## src/rtl/cci_mpf_active_req_tracker.sv

```systemverilog
`default_nettype none
// ============================================================================
// Module   : cci_mpf_active_req_tracker
// Purpose  : N-channel outstanding-request tracker at the AFU edge of MPF.
//            Per channel it counts requests issued minus requests retired,
//            reports registered not-empty / almost-full status, and records
//            sticky overflow / underflow errors. A drain handshake blocks new
//            issue and acknowledges once every channel count is zero.
// Ports    : clk, reset          - clock, synchronous active-high reset
//            i_req_incr[N]       - per-channel request issued (SOP) pulse
//            i_rsp_decr[N]       - per-channel request retired (EOP) pulse
//            i_drain_req         - level request to drain all channels
//            o_not_empty[N]      - channel has or just accepted a request
//            o_almost_full[N]    - channel count >= ALMOST_FULL_THRESH
//            o_drain_block       - upstream must stop issuing
//            o_drain_ack         - drain complete, all counts zero
//            o_err_overflow[N]   - sticky: increment at saturation
//            o_err_underflow[N]  - sticky: decrement at zero
// Option   : CCI_MPF_ACTIVE_TRACK_STATS_EN adds i_stats_clear, o_hwm
//            (per-channel high-water mark) and o_total_reqs (per-channel
//            32-bit wrapping issue count).
// Revision : 1.0 - initial release
// ============================================================================
module cci_mpf_active_req_tracker #(
  parameter int N_CHANNELS         = 2,
  parameter int MAX_ACTIVE_REQS    = 1024,
  parameter int ALMOST_FULL_THRESH = 960,
  localparam int CNT_W             = $clog2(MAX_ACTIVE_REQS) + 1
) (
  input  logic                        clk,
  input  logic                        reset,
  input  logic [N_CHANNELS-1:0]       i_req_incr,
  input  logic [N_CHANNELS-1:0]       i_rsp_decr,
  input  logic                        i_drain_req,
`ifdef CCI_MPF_ACTIVE_TRACK_STATS_EN
  input  logic                        i_stats_clear,
  output logic [N_CHANNELS*CNT_W-1:0] o_hwm,
  output logic [N_CHANNELS*32-1:0]    o_total_reqs,
`endif
  output logic [N_CHANNELS-1:0]       o_not_empty,
  output logic [N_CHANNELS-1:0]       o_almost_full,
  output logic                        o_drain_block,
  output logic                        o_drain_ack,
  output logic [N_CHANNELS-1:0]       o_err_overflow,
  output logic [N_CHANNELS-1:0]       o_err_underflow
);

  localparam logic [CNT_W-1:0] c_CNT_MAX   = {CNT_W{1'b1}};
  localparam logic [CNT_W-1:0] c_CNT_ONE   = {{(CNT_W-1){1'b0}}, 1'b1};
  localparam logic [CNT_W-1:0] c_AF_THRESH = CNT_W'(ALMOST_FULL_THRESH);

  // Per-channel "count is zero" using the current (pre-update) count.
  logic [N_CHANNELS-1:0] w_cnt_zero;

  for (genvar gi = 0; gi < N_CHANNELS; gi++) begin : g_chan
    logic [CNT_W-1:0] r_cnt;
    logic [CNT_W-1:0] w_cnt_next;
    logic             r_not_empty;
    logic             r_almost_full;
    logic             r_err_ovf;
    logic             r_err_unf;
    logic             w_inc_only;
    logic             w_dec_only;

    // Simultaneous incr and decr cancel, even at zero or saturation.
    assign w_inc_only = i_req_incr[gi] & ~i_rsp_decr[gi];
    assign w_dec_only = i_rsp_decr[gi] & ~i_req_incr[gi];

    always_comb begin
      w_cnt_next = r_cnt;
      if (w_inc_only && (r_cnt != c_CNT_MAX)) begin
        w_cnt_next = r_cnt + c_CNT_ONE;
      end else if (w_dec_only && (r_cnt != '0)) begin
        w_cnt_next = r_cnt - c_CNT_ONE;
      end
    end

    always_ff @(posedge clk) begin
      if (reset) begin
        r_cnt         <= '0;
        r_not_empty   <= 1'b0;
        r_almost_full <= 1'b0;
        r_err_ovf     <= 1'b0;
        r_err_unf     <= 1'b0;
      end else begin
        r_cnt         <= w_cnt_next;
        // Pre-update count: stays high one cycle past the final retire.
        r_not_empty   <= i_req_incr[gi] | (r_cnt != '0);
        r_almost_full <= (w_cnt_next >= c_AF_THRESH);
        if (w_inc_only && (r_cnt == c_CNT_MAX)) r_err_ovf <= 1'b1;
        if (w_dec_only && (r_cnt == '0))        r_err_unf <= 1'b1;
      end
    end

    assign w_cnt_zero[gi]      = (r_cnt == '0);
    assign o_not_empty[gi]     = r_not_empty;
    assign o_almost_full[gi]   = r_almost_full;
    assign o_err_overflow[gi]  = r_err_ovf;
    assign o_err_underflow[gi] = r_err_unf;

`ifdef CCI_MPF_ACTIVE_TRACK_STATS_EN
    logic [CNT_W-1:0] r_hwm;
    logic [31:0]      r_total;

    // A clear wins over any same-cycle update.
    always_ff @(posedge clk) begin
      if (reset || i_stats_clear) begin
        r_hwm   <= '0;
        r_total <= '0;
      end else begin
        if (w_cnt_next > r_hwm) r_hwm <= w_cnt_next;
        r_total <= r_total + {31'd0, i_req_incr[gi]};
      end
    end

    assign o_hwm[gi*CNT_W +: CNT_W] = r_hwm;
    assign o_total_reqs[gi*32 +: 32] = r_total;
`endif
  end

  // --------------------------------------------------------------------------
  // Drain handshake FSM
  // --------------------------------------------------------------------------
  typedef enum logic [1:0] {
    S_IDLE  = 2'd0,
    S_BLOCK = 2'd1,
    S_WAIT  = 2'd2,
    S_DONE  = 2'd3
  } state_t;

  state_t r_state;
  state_t w_state_next;
  logic   r_drain_block;
  logic   r_drain_ack;

  always_comb begin
    w_state_next = r_state;
    case (r_state)
      S_IDLE:  if (i_drain_req) w_state_next = S_BLOCK;
      // One-cycle dwell absorbs a request already in flight upstream.
      S_BLOCK: w_state_next = S_WAIT;
      S_WAIT: begin
        if (!i_drain_req) begin
          w_state_next = S_IDLE;
        end else if ((&w_cnt_zero) && !(|i_req_incr)) begin
          w_state_next = S_DONE;
        end
      end
      S_DONE:  if (!i_drain_req) w_state_next = S_IDLE;
      default: w_state_next = S_IDLE;
    endcase
  end

  // Outputs are registered from the next state so they track the state
  // register exactly without a decode stage on the output path.
  always_ff @(posedge clk) begin
    if (reset) begin
      r_state       <= S_IDLE;
      r_drain_block <= 1'b0;
      r_drain_ack   <= 1'b0;
    end else begin
      r_state       <= w_state_next;
      r_drain_block <= (w_state_next != S_IDLE);
      r_drain_ack   <= (w_state_next == S_DONE);
    end
  end

  assign o_drain_block = r_drain_block;
  assign o_drain_ack   = r_drain_ack;

endmodule
`default_nettype wire

```

## config.mk

```make
export PLATFORM = sky130hd
export DESIGN_NAME = cci_mpf_active_req_tracker
export DESIGN_NICKNAME = d
export VERILOG_FILES = /design/src/rtl/cci_mpf_active_req_tracker.sv
export SDC_FILE = /design/constraint.sdc
export NUM_CORES = 1
export LEC_CHECK = 0
export ABC_AREA = 1
export CAP_MARGIN = 30
export CELL_PAD_IN_SITES_DETAIL_PLACEMENT = 0
export CELL_PAD_IN_SITES_GLOBAL_PLACEMENT = 2
export CORE_AREA = 2 2 92 77
export CTS_BUF_LIST = sky130_fd_sc_hd__clkbuf_8 sky130_fd_sc_hd__clkbuf_16
export DETAILED_ROUTE_END_ITERATION = 10
export DIE_AREA = 0 0 94 79
export PLACE_DENSITY = 0.92
export SETUP_SLACK_MARGIN = 0.15
export SYNTH_ARGS = -nofsm -noshare
export SYNTH_HDL_FRONTEND = slang
export SYNTH_SLANG_ARGS = --single-unit
```

## constraint.sdc

```tcl
create_clock -name clk -period 2.35 [get_ports clk]
set_input_delay 0.3525 -clock clk [delete_from_list [all_inputs] [get_ports clk]]
set_output_delay 0.3525 -clock clk [all_outputs]
set_load 0.01 [all_outputs]
```

==> Word-level counts from Yosys, hierarchy flattened <==
Index checks and enable logic that the tools add are counted.
{ "word_totals": {"ff_bits": 34, "input_bits": 7, "output_inout_bits": 10, "wordCells": 64} }
{ "op_classes": {"n_addsub": 4, "n_lt_le_gt_ge": 2, "eq_ne": 8, "muxes": 9, "bitwise": 10, "reduce_logical": 18} }
{ "op_table": {"columns": ["cell", "count"], "rows": [
  ["11-bit 2-to-1 mux", 4],
  ["11-bit by 1-bit adder with 11-bit output, second input constant", 2],
  ["11-bit == test, second input constant", 2],
  ["11-bit by 10-bit greater-or-equal comparator with 1-bit output, second input constant", 2],
  ["11-bit logical NOT", 2],
  ["11-bit != test, second input constant", 2],
  ["11-bit nonzero test", 2],
  ["11-bit by 1-bit subtractor with 11-bit output, second input constant", 2],
  ["1-bit logical AND", 9],
  ["2-bit 2-to-1 mux", 4],
  ["2-bit case mux with 4 select lines", 1],
  ["2-bit == test, second input constant", 3],
  ["1-bit AND", 4],
  ["1-bit NOT", 4],
  ["2-bit by 1-bit == test with 1-bit output, second input constant", 1],
  ["2-bit logical NOT", 1],
  ["1-bit bitwise OR", 2],
  ["2-bit AND reduction", 1],
  ["2-bit nonzero test", 1],
  ["2-bit OR reduction", 1],
  ["1-bit logical NOT", 1]
]} }

==> Depth between registers and ports, before layout <==
{ "depth": {"depth_word": 7, "depth_mapped": 14, "ltp_nobuf": 14} }

==> Least setup slack after synthesis <==
OpenSTA, ideal clock, no wires.
{ "synth_path": {"kind": "register -> register", "start": "reg g_chan[0].r_cnt[0]", "end": "reg g_chan[0].r_almost_full", "setup_time_ns": 0.114, "t_arrival_ns": 1.460, "t_required_ns": 2.236, "path_slack_ns": 0.777, "stages_incl_launch_ff": 11, "n_path_buf": 0, "period_less_slack_ns": 1.573, "cell_sequence": "dfxtp_1 inv_1 ha_1 nand3_1 nor2_4 nor2_8 nand2_1 o21bai_1 nand3_1 nand3_1 nand2_1"} }
{ "synth_between": {"elab_chain_len": 5, "word_cells_on_any_way": 9, "classes_between": "add/sub: 2; order compare: 1; eq/ne: 1; mux: 2; reduce/logical: 3"} }
{ "synth_lines": {"columns": ["element", "line_no", "rtl"], "rows": [
  ["start, declared", "56", "logic [CNT_W-1:0] r_cnt;"],
  ["start signal, assigned", "86", "r_cnt <= w_cnt_next;"],
  ["branches (longest 3 deep; another with 11-bit by 1-bit subtractor with 11-bit output)", null, null],
  ["11-bit 2-to-1 mux (*)", "71", "if (w_inc_only && (r_cnt != c_CNT_MAX)) begin"],
  ["11-bit by 10-bit greater-or-equal comparator with 1-bit output (*)", "89", "r_almost_full <= (w_cnt_next >= c_AF_THRESH);"],
  ["end signal, assigned", "89", null],
  ["end, declared", "59", "logic r_almost_full;"]
]} }
Every way passes the cells marked *.
A chain may end at the register's enable or synchronous reset.

==> Final worst setup path <==
Same ends and word-level chain as after synthesis.

==> run metrics <==
Post-Syn Nets 355; met2 usage 0.225; total power 1.89 mW; total number of vias 2073; post-synth top area cell dfxtp_1; Hold-fix buffers, CTS 0; Most common cell on crit path nand3_1; fin crit period 1860 ps; root buffer cell clkbuf_8; Core Area 6590 sq um; FMAX 537 MHz; post-layout util 0.378; antenna-violating nets left 0; Port Buf Inserts 16; slowest stage cell, crit path dfxtp_1; Die Y 79 um; Pleak 1.14 nW; Hold Path Class reg -> reg; Die Width 94 um; dpl hpwl 3800 um; Ys Warns 0; Ports 17; row count 27; Post-route DRC 0; crit path cell chain inv_1 > ha_1 > nand3_1 > nor2_4 > nor2_8 > nand2_1 > o21bai_1 > nand3_1 > nand3_1 > nand2_1; initial DRC count 90; filler cell count 721; clk buf depth 2; Setup CP Type reg -> reg; # Post-CTS Setup Buffers 0; RSZ-0062 raised after global routing false; Synth Cell Area 2140 sq um; met3 usage 0.0313; CTS tree built; Die ar. 7430 sq um; RePlAce Congestion 0.857; setup_tns 0 ps; Max Cap Violations 0; Final Hold Fails 0; met1 global-route usage 0.203; final net count 368; drt wl/cell 11.1 um; Mapped Avg Cell Area 6.27 sq um; Clk pin slew, worst setup/hold paths 80 ps; critical path endpoint category flop; total CTS buffers 5; layout cell share with drive strength beyond 1 0.0730; VDD IR max 278 uV; placed instance count 435; Post-CTS Resized 0; DRT Wirelength 4920 um; vias per inst 4.68; initial antenna violation count 0; Seq cells post-synth 34; Sink Count 34; # diodes 0; first-pass GRT wire length 8510 um; slew of the pin with the lowest slew margin 422 ps; final setup vio count 0; library cells used by synthesis 30; Max Slew Vio Count 0; Buf/Inv on CP 1; fin crit share 0.792; Seq/Total Area, Yosys 0.318; Yosys top cell area share 0.318; synthesis-to-layout area growth 16.1%; H-tree depth 2; post-route insts no fill 443; grt ovf 0; TritonRoute pass-1 iters 5; worst path required time 2540 ps; Synth Instances 342; CP Max Fanout 10; Max-slew headroom 0.717; largest net degree at the start of global routing 14; outcome completed; P per Cell Area 758 nW/um^2; Clock Latency Late Sink 290 ps; hold_ws 474 ps; synth top area cells dfxtp_1 32%, nand2_1 15%, nor2_1 9.3%; Worst setup SP type flop; gr usage total 0.145; Critical Path AT 2050 ps; Initial Utilization 0.325; Top Family by Delay on Critical Path simple AND/OR/NAND/NOR gates; CP peak stage delay 460 ps; Top Usage Layer GRT met2; vias in the first global route 1879; clk_skew 11.8 ps
==> cells in the mapped netlist, drive strengths merged <==
| library cell | number |
|---|---|
| a21oi | 16 |
| buf | 10 |
| clkbuf | 2 |
| clkinv | 1 |
| dfxtp | 34 |
| ha | 6 |
| inv | 44 |
| nand2 | 93 |
| nand3 | 35 |
| nand4 | 2 |
| nor2 | 58 |
| nor3 | 8 |
| nor3b | 1 |
| o211ai | 2 |
| o21a | 2 |
| o21ai | 23 |
| o21bai | 1 |
| o22ai | 1 |
| or2 | 1 |
| xor2 | 2 |
==> per-stage QoR <==
stage               area [sq um]  worst slack, ps
finish                      2490              489
global route                2490              302
CTS                         2490              490
detailed placement          2350              225
global placement            2350              300
floorplan                   2140              777
==> layout by cell type (no fill, tap or decap), drive strengths merged, types with 2 or more instances in the layout <==
cell and n:
inv 44, a21oi 16, nor3 8, buf 2
nand3 35, ha 6, nand4 2, clkinv 2
xor2 2, o211ai 2, clkdlybuf4s50 16, bufinv 2
o21a 2, nor2 58, clkbuf 5, o21ai 23
nand2 93, dfxtp 34
==> flip-flops by register name (all words and copies together), names as in the netlist <==
signal                flops
r_state                   2
g_chan.r_almost_full      2
g_chan.r_cnt             22
g_chan.r_err_ovf          2
o_drain_ack               1
g_chan.r_err_unf          2
g_chan.r_not_empty        2
o_drain_block             1
==> layer usage <==
layer | wire (um) | part of all wire
met1 | 2540 | 0.52
met2 | 2110 | 0.43
met3 | 228 | 0.046
met4 | 48 | 0.0098
met5 | 0 | 0
==> kinds of logic after synthesis <==
family	count (synthesis)	share of synthesized area
flip-flops	34	0.318
buffers and inverters	57	0.116
adder cells (fa/ha/maj)	6	0.0350
AND/OR/NAND/NOR	198	0.412
AO/OA/AOI/OAI	45	0.112
XOR/XNOR	2	0.00817
==> power breakdown <==
group	internal, mW	leakage [nW]	switching, mW
combinational	0.189	0.793	0.321
clock	0.425	0.0683	0.238
sequential	0.640	0.279	0.0725
total	1.25	1.14	0.632
==> area by class of cell <==
| type | instances | area, sq um | share of cell area |
|---|---|---|---|
| multi-input cells | 251 | 1210 | 0.488 |
| flip-flops and latches | 34 | 681 | 0.274 |
| repair buffers | 18 | 175 | 0.0704 |
| inverters | 45 | 171 | 0.0689 |
| well taps | 87 | 109 | 0.0438 |
| clock buffers | 5 | 68.8 | 0.0277 |
| clock inverters | 3 | 68.8 | 0.0277 |
==> path summary, 6_finish.rpt <==
kind,end,start,cells after the start,slack (ps)
max,g_chan[0].r_almost_full$_SDFF_PP0_,g_chan[0].r_cnt[0]$_SDFF_PP0_,10,490
min,g_chan[1].r_err_ovf$_SDFFE_PP0P_,g_chan[1].r_err_ovf$_SDFFE_PP0P_,2,470
max reg2reg,g_chan[0].r_almost_full$_SDFF_PP0_,g_chan[0].r_cnt[0]$_SDFF_PP0_,10,490
min reg2reg,g_chan[1].r_err_ovf$_SDFFE_PP0P_,g_chan[1].r_err_ovf$_SDFFE_PP0P_,2,470
==> worst reg2reg max path: stages, from the launching register on <==
cell	delay, ps
dfxtp_1	460
inv_1	150
ha_1	220
nand3_1	160
nor2_4	80
nor2_8	150
nand2_1	100
o21bai_1	180
nand3_1	90
nand3_1	110
nand2_1	60
(Power assumes the default switching activity.)
